<file path="src/rtl/rr_arb_pkg.sv">
// Shared types and helpers for the 8-way round-robin arbiter.
package rr_arb_pkg;

  localparam int unsigned NumReq = 8;
  localparam int unsigned IdxW   = 3;

  typedef enum logic [1:0] {
    StIdle  = 2'd0,
    StGrant = 2'd1,
    StGap   = 2'd2
  } arb_state_e;

  // Binary index to one-hot, the inverse of the 8-to-3 encoder.
  function automatic logic [NumReq-1:0] onehot8(input logic [IdxW-1:0] idx);
    onehot8 = NumReq'(1) << idx;
  endfunction

endpackage

</file>
<file path="src/rtl/rr_pick8.sv">
// Combinational round-robin pick: first set request at or above ptr, wrapping 7 -> 0.
module rr_pick8
  import rr_arb_pkg::*;
(
  input  logic [NumReq-1:0] req,
  input  logic [IdxW-1:0]   ptr,
  output logic [IdxW-1:0]   pick_idx,
  output logic              any_req
);

  logic [NumReq-1:0] rot;
  logic [IdxW-1:0]   off;

  // Rotate right by ptr so bit 0 of rot is requester ptr; index arithmetic wraps mod 8.
  always_comb begin
    rot = '0;
    for (int i = 0; i < NumReq; i++) begin
      rot[i] = req[IdxW'(i) + ptr];
    end
  end

  // Lowest set bit of the rotated vector; scanning downward leaves the lowest one last.
  always_comb begin
    off = '0;
    for (int i = NumReq - 1; i >= 0; i--) begin
      if (rot[i]) off = IdxW'(i);
    end
  end

  assign pick_idx = off + ptr;
  assign any_req  = |req;

endmodule

</file>
<file path="src/rtl/rr_arbiter_8.sv">
// Round-robin arbiter, 8 requesters, registered one-hot and binary grant with hold timeout.
module rr_arbiter_8
  import rr_arb_pkg::*;
#(
  parameter int unsigned MaxHold = 16,
  parameter int unsigned CntW    = 8
) (
  input  logic              clk,
  input  logic              rst_n,
  input  logic [NumReq-1:0] req,
  input  logic              done,
  output logic [NumReq-1:0] gnt,
  output logic [IdxW-1:0]   gnt_idx,
  output logic              gnt_valid,
  output logic              timeout
);

  arb_state_e        state_q, state_d;
  logic [IdxW-1:0]   ptr_q, ptr_d;
  logic [CntW-1:0]   hold_cnt_q, hold_cnt_d;
  logic [NumReq-1:0] gnt_q, gnt_d;
  logic [IdxW-1:0]   gnt_idx_q, gnt_idx_d;
  logic              gnt_valid_q, gnt_valid_d;
  logic              timeout_q, timeout_d;

  logic [IdxW-1:0]   pick_idx;
  logic              any_req;
  logic              release_req;

  rr_pick8 u_pick (
    .req      (req),
    .ptr      (ptr_q),
    .pick_idx (pick_idx),
    .any_req  (any_req)
  );

  // Owner lets go explicitly or by withdrawing its request.
  assign release_req = done | ~req[gnt_idx_q];

  // Next-state and registered-output logic; everything holds unless a state acts on it.
  always_comb begin
    state_d     = state_q;
    ptr_d       = ptr_q;
    hold_cnt_d  = hold_cnt_q;
    gnt_d       = gnt_q;
    gnt_idx_d   = gnt_idx_q;
    gnt_valid_d = gnt_valid_q;
    timeout_d   = 1'b0;
    unique case (state_q)
      StIdle: begin
        if (any_req) begin
          gnt_d       = onehot8(pick_idx);
          gnt_idx_d   = pick_idx;
          gnt_valid_d = 1'b1;
          ptr_d       = pick_idx + IdxW'(1);
          hold_cnt_d  = '0;
          state_d     = StGrant;
        end
      end
      StGrant: begin
        if (release_req || hold_cnt_q == CntW'(MaxHold - 1)) begin
          gnt_d       = '0;
          gnt_idx_d   = '0;
          gnt_valid_d = 1'b0;
          hold_cnt_d  = '0;
          // A voluntary release in the last hold cycle is not a timeout.
          timeout_d   = ~release_req;
          state_d     = StGap;
        end else begin
          hold_cnt_d  = hold_cnt_q + CntW'(1);
        end
      end
      StGap: begin
        state_d = StIdle;
      end
      default: begin
        state_d     = StIdle;
        gnt_d       = '0;
        gnt_idx_d   = '0;
        gnt_valid_d = 1'b0;
      end
    endcase
  end

  // State and output registers with synchronous active-low reset.
  always_ff @(posedge clk) begin
    if (!rst_n) begin
      state_q     <= StIdle;
      ptr_q       <= '0;
      hold_cnt_q  <= '0;
      gnt_q       <= '0;
      gnt_idx_q   <= '0;
      gnt_valid_q <= 1'b0;
      timeout_q   <= 1'b0;
    end else begin
      state_q     <= state_d;
      ptr_q       <= ptr_d;
      hold_cnt_q  <= hold_cnt_d;
      gnt_q       <= gnt_d;
      gnt_idx_q   <= gnt_idx_d;
      gnt_valid_q <= gnt_valid_d;
      timeout_q   <= timeout_d;
    end
  end

  assign gnt       = gnt_q;
  assign gnt_idx   = gnt_idx_q;
  assign gnt_valid = gnt_valid_q;
  assign timeout   = timeout_q;

  a_gnt_onehot0 : assert property (@(posedge clk) disable iff (!rst_n) $onehot0(gnt_q));
  a_idx_encodes : assert property (@(posedge clk) disable iff (!rst_n)
    gnt_q == (gnt_valid_q ? onehot8(gnt_idx_q) : NumReq'(0)) && (gnt_valid_q || gnt_idx_q == '0));
  a_valid_or    : assert property (@(posedge clk) disable iff (!rst_n) gnt_valid_q == |gnt_q);
  // A stray done with nothing granted must not move the FSM.
  a_done_idle   : assert property (@(posedge clk) disable iff (!rst_n)
    (state_q == StIdle && done && req == '0) |=> state_q == StIdle);

endmodule

</file>
<file path="config.mk">
export PLATFORM = sky130hd
export DESIGN_NAME = rr_arbiter_8
export DESIGN_NICKNAME = d
export VERILOG_FILES = /design/src/rtl/rr_arb_pkg.sv /design/src/rtl/rr_pick8.sv /design/src/rtl/rr_arbiter_8.sv
export SDC_FILE = /design/constraint.sdc
export NUM_CORES = 1
export LEC_CHECK = 0
export ABC_AREA = 1
export BUFFER_PORTS_ARGS = -buffer_cell sky130_fd_sc_hd__buf_2
export CORE_MARGIN = 3
export CORE_UTILIZATION = 57
export CTS_BUF_LIST = sky130_fd_sc_hd__clkbuf_2 sky130_fd_sc_hd__clkbuf_4 sky130_fd_sc_hd__clkbuf_8
export CTS_CLUSTER_DIAMETER = 100
export DETAILED_ROUTE_END_ITERATION = 7
export GPL_TIMING_DRIVEN = 0
export PLACE_DENSITY_LB_ADDON = 0.3
export SYNTH_ARGS = -nofsm -noshare
export SYNTH_HDL_FRONTEND = slang
export SYNTH_HIERARCHICAL = 1
export SYNTH_SLANG_ARGS = --single-unit
</file>
<file path="constraint.sdc">
create_clock -name clk -period 7.99 [get_ports clk]
set_input_delay 0.799 -clock clk [delete_from_list [all_inputs] [get_ports clk]]
set_output_delay 0.799 -clock clk [all_outputs]
set_load 0.01 [all_outputs]
</file>
==> flow_metrics.py <==
metrics = {
    "floorplan": {
        "die_height_um": 64.01,
        "dieArea_mm2": 0.004097,
        "die_x_um": 64.01,
        "coreArea_mm2": 0.003128,
        "io-pin-count": 24,
        "start_util_pct": 61.32,
        "std_cell_rows": 20,
    },
    "placement": {
        "dp_cells": 360,
        "place.gp.congestion": 0.8386,
        "dp_slack_ns": 4.289,
        "io_buffer_count": 23,
        "post-dp-hpwl_um": 3040,
    },
    "status": {
        "status": "complete, no violations",
    },
    "power": {
        "ir_worst_vdd_mv": 0.1935,
        "p_int_w": 0.0003826,
        "p_per_area_mw_per_mm2": 362.1,
        "p_clk_share_pct": 8.6,
        "p_seq_share_pct": 23.2,
        "switching_share_pct": 50.26,
        "p_leak_nw": 1.052,
        "fin_total_pwr_w": 0.0007692,
        "p_sw_w": 0.0003866,
        "p_comb_share_pct": 68.2,
    },
    "routing": {
        "final_antenna_net_count": 0,
        "wl_per_cell_um": 10.64,
        "viasPerCell": 5.052,
        "routed_wl_um": 3872,
        "route.vias.total": 1839,
        "drt-initial-drc-count": 156,
        "drc": 0,
        "drtPass1Iterations": 4,
    },
    "critical_path": {
        "worstPathArrival_ns": 4.02,
        "worstPathRequired_ns": 8.26,
        "cp-endpoint": "gnt[4]",
        "rr_worst_depth": 25,
        "regToRegStartpoint": "ptr_q[1]",
        "worstSetupEndpointType": "register",
        "startpoint": "ptr_q[1]",
        "startpoint_type": "register",
        "r2r_end": "gnt[4]",
        "critPathKind": "register to register",
        "reg2reg_slack_ns": 4.24,
        "critPathMaxFanout": 8,
    },
    "logic_synthesis": {
        "synthesis.nets": 315,
        "syn_area_mm2": 0.001918,
        "yosysSeqAreaShare_pct": 27.14,
        "netlist_instances": 293,
        "synthFlopType": "dfxtp_1",
        "synth-edff-count": 0,
        "yosysUniqueCellTypes": 36,
        "synthArstFlopShare_pct": 0,
        "synth.avg_cell_area_um2": 6.546,
        "synth_warnings": 6,
        "synth_seq_cells": 26,
    },
    "global_route": {
        "grt_pass1_wl_um": 6831,
        "grt_usage_pct": 20.44,
        "grt_max_degree": 15,
        "grt_pass1_vias": 1610,
        "grt_overflow": 0,
        "antenna_found_initial": 0,
    },
    "min_path": {
        "hold-path-cell-count": 2,
        "min_path_type": "register to register",
    },
    "timing": {
        "finalClockSkew_ns": 0.01139,
        "report.final.slew_viol_count": 0,
        "rsz0062_at_grt": "false",
        "finalHoldViolations": 0,
        "slew_headroom_pct": 53.68,
        "fin_ws_ns": 4.242,
        "tns_ns": 0,
        "clock.fmax_mhz": 266.8,
        "worstMarginPinSlew_ns": 0.6876,
        "setup_viol": 0,
        "min_period_ns": 3.748,
        "finalCritPeriodShare_pct": 46.91,
    },
    "layout": {
        "nNetsFinal": 343,
        "drive_gt1_share_pct": 18.13,
        "syn_to_final_growth_pct": 10.76,
        "fin_cells": 364,
        "fill_cells": 291,
        "antennaDiodeCount": 0,
        "final_cell_mix": "nand2_1, inv_1, nand3_1",
        "layout_commonest_cell": "nand2_1",
    },
    "clock_network": {
        "clk_path_buf_depth": 2,
        "clkLatencyLatePin_ns": 0.32,
        "clkSlewWorstSetupHoldPaths_ns": 0.14,
        "cts_resized": 0,
        "cts_tree": "done",
        "cts.sinks": 26,
        "h-tree-depth": 1,
        "cts_buffers": 3,
        "cts_hold_buf": 0,
        "cts-root-buf": "clkbuf_4",
        "post_cts_buffers": 0,
    },
    "run": {
        "drv_cap": 0,
    },
}
critical path, stage by stage (launching register included):
cell,delay [ns]
dfxtp_1,0.54
inv_1,0.22
ha_1,0.43
inv_1,0.13
nand3_1,0.13
nand3_1,0.08
nand2_1,0.11
nand2_1,0.06
nand2_1,0.05
nand2_1,0.05
nand2_1,0.05
nand2_1,0.05
a21oi_1,0.14
ha_1,0.17
inv_1,0.05
fa_1,0.38
xor2_1,0.18
nand3b_1,0.13
nand2_1,0.06
inv_1,0.08
inv_1,0.11
nor2_1,0.19
nand2_1,0.08
nand4_1,0.09
nand2_1,0.05
nor2_1,0.09
Yosys cell counts, types with 4 or more instances:
cell type / n / area [um^2]
dfxtp_1: 26 / 520.5
nor2_1: 26 / 97.59
ha_1: 10 / 125.1
buf_6: 4 / 45.04
o21ai_0: 7 / 35.03
a21oi_1: 16 / 80.08
nand3_2: 4 / 40.04
nand3_1: 27 / 135.1
nand2_1: 89 / 334.1
nand2_2: 9 / 56.30
inv_1: 36 / 135.1
per-layer routing:
layer / up-vias / wire length [um] / GRT usage [%]
met5: - / 0 / 0
met4: 0 / 13 / 2.156
met3: 2 / 210 / 3.866
met2: 45 / 1612 / 30.97
met1: 807 / 2036 / 30.85
li1: 985 / - / -
registers in the layout (all words and copies together), names as in the netlist:
signal and cells:
gnt 8, state_q 2, ptr_q 3, gnt_valid 1, hold_cnt_q 8, timeout 1, gnt_idx 3
through the flow:
stage / instance area, um^2 / util, % / hold slack, ns
after floorplan: 1918 / - / 0.4609
after global placement: 2088 / 66.76 / 0.4498
after detailed placement: 2088 / 66.76 / 0.4505
after CTS: 2125 / 67.92 / 0.4710
after global routing: 2125 / 67.92 / 0.4878
final: 2125 / 67.92 / 0.4645
how the worst min path moves through the flow:
stage	start	to	slack (ns)
6_report	gnt[7]	gnt[7]	0.46
5_1_grt	gnt[3]	gnt[3]	0.49
4_1_cts	gnt[7]	gnt[7]	0.47
3_5_place_dp	gnt[3]	gnt[3]	0.45
3_3_place_gp	gnt[3]	gnt[3]	0.45
2_1_floorplan	hold_cnt_q[0]	hold_cnt_q[0]	0.46
final cells by class:
class | count | area [um^2] | share of cell area (%)
multi-input combinational | 221 | 1189 | 55.95
sequential | 26 | 520.5 | 24.50
inverter | 40 | 156.4 | 7.362
timing repair buffer | 23 | 115.1 | 5.418
tap | 44 | 55.05 | 2.591
buffer | 6 | 52.55 | 2.473
clock buffer | 4 | 36.28 | 1.708
power groups by stage:
stage | logic, W | registers [W] | clock network, W
2_1_floorplan | 0.000408 | 0.000187 | 0
3_3_place_gp | 0.000510 | 0.000180 | 0
3_5_place_dp | 0.000522 | 0.000181 | 0
6_report | 0.000525 | 0.000179 | 0.0000662
5_1_grt | 0.000606 | 0.000183 | 0.0000722
4_1_cts | 0.000526 | 0.000178 | 0.0000676
kinds of logic after synthesis:
family / share of synthesized area [%]
and+or+nand+nor: 42.01
buffers and inverters: 10.89
AOI/OAI and AO/OA: 9.263
DFF: 27.14
adders and majority gates: 7.567
xor gates and xnor gates: 3.132
(Power assumes the default switching activity.)
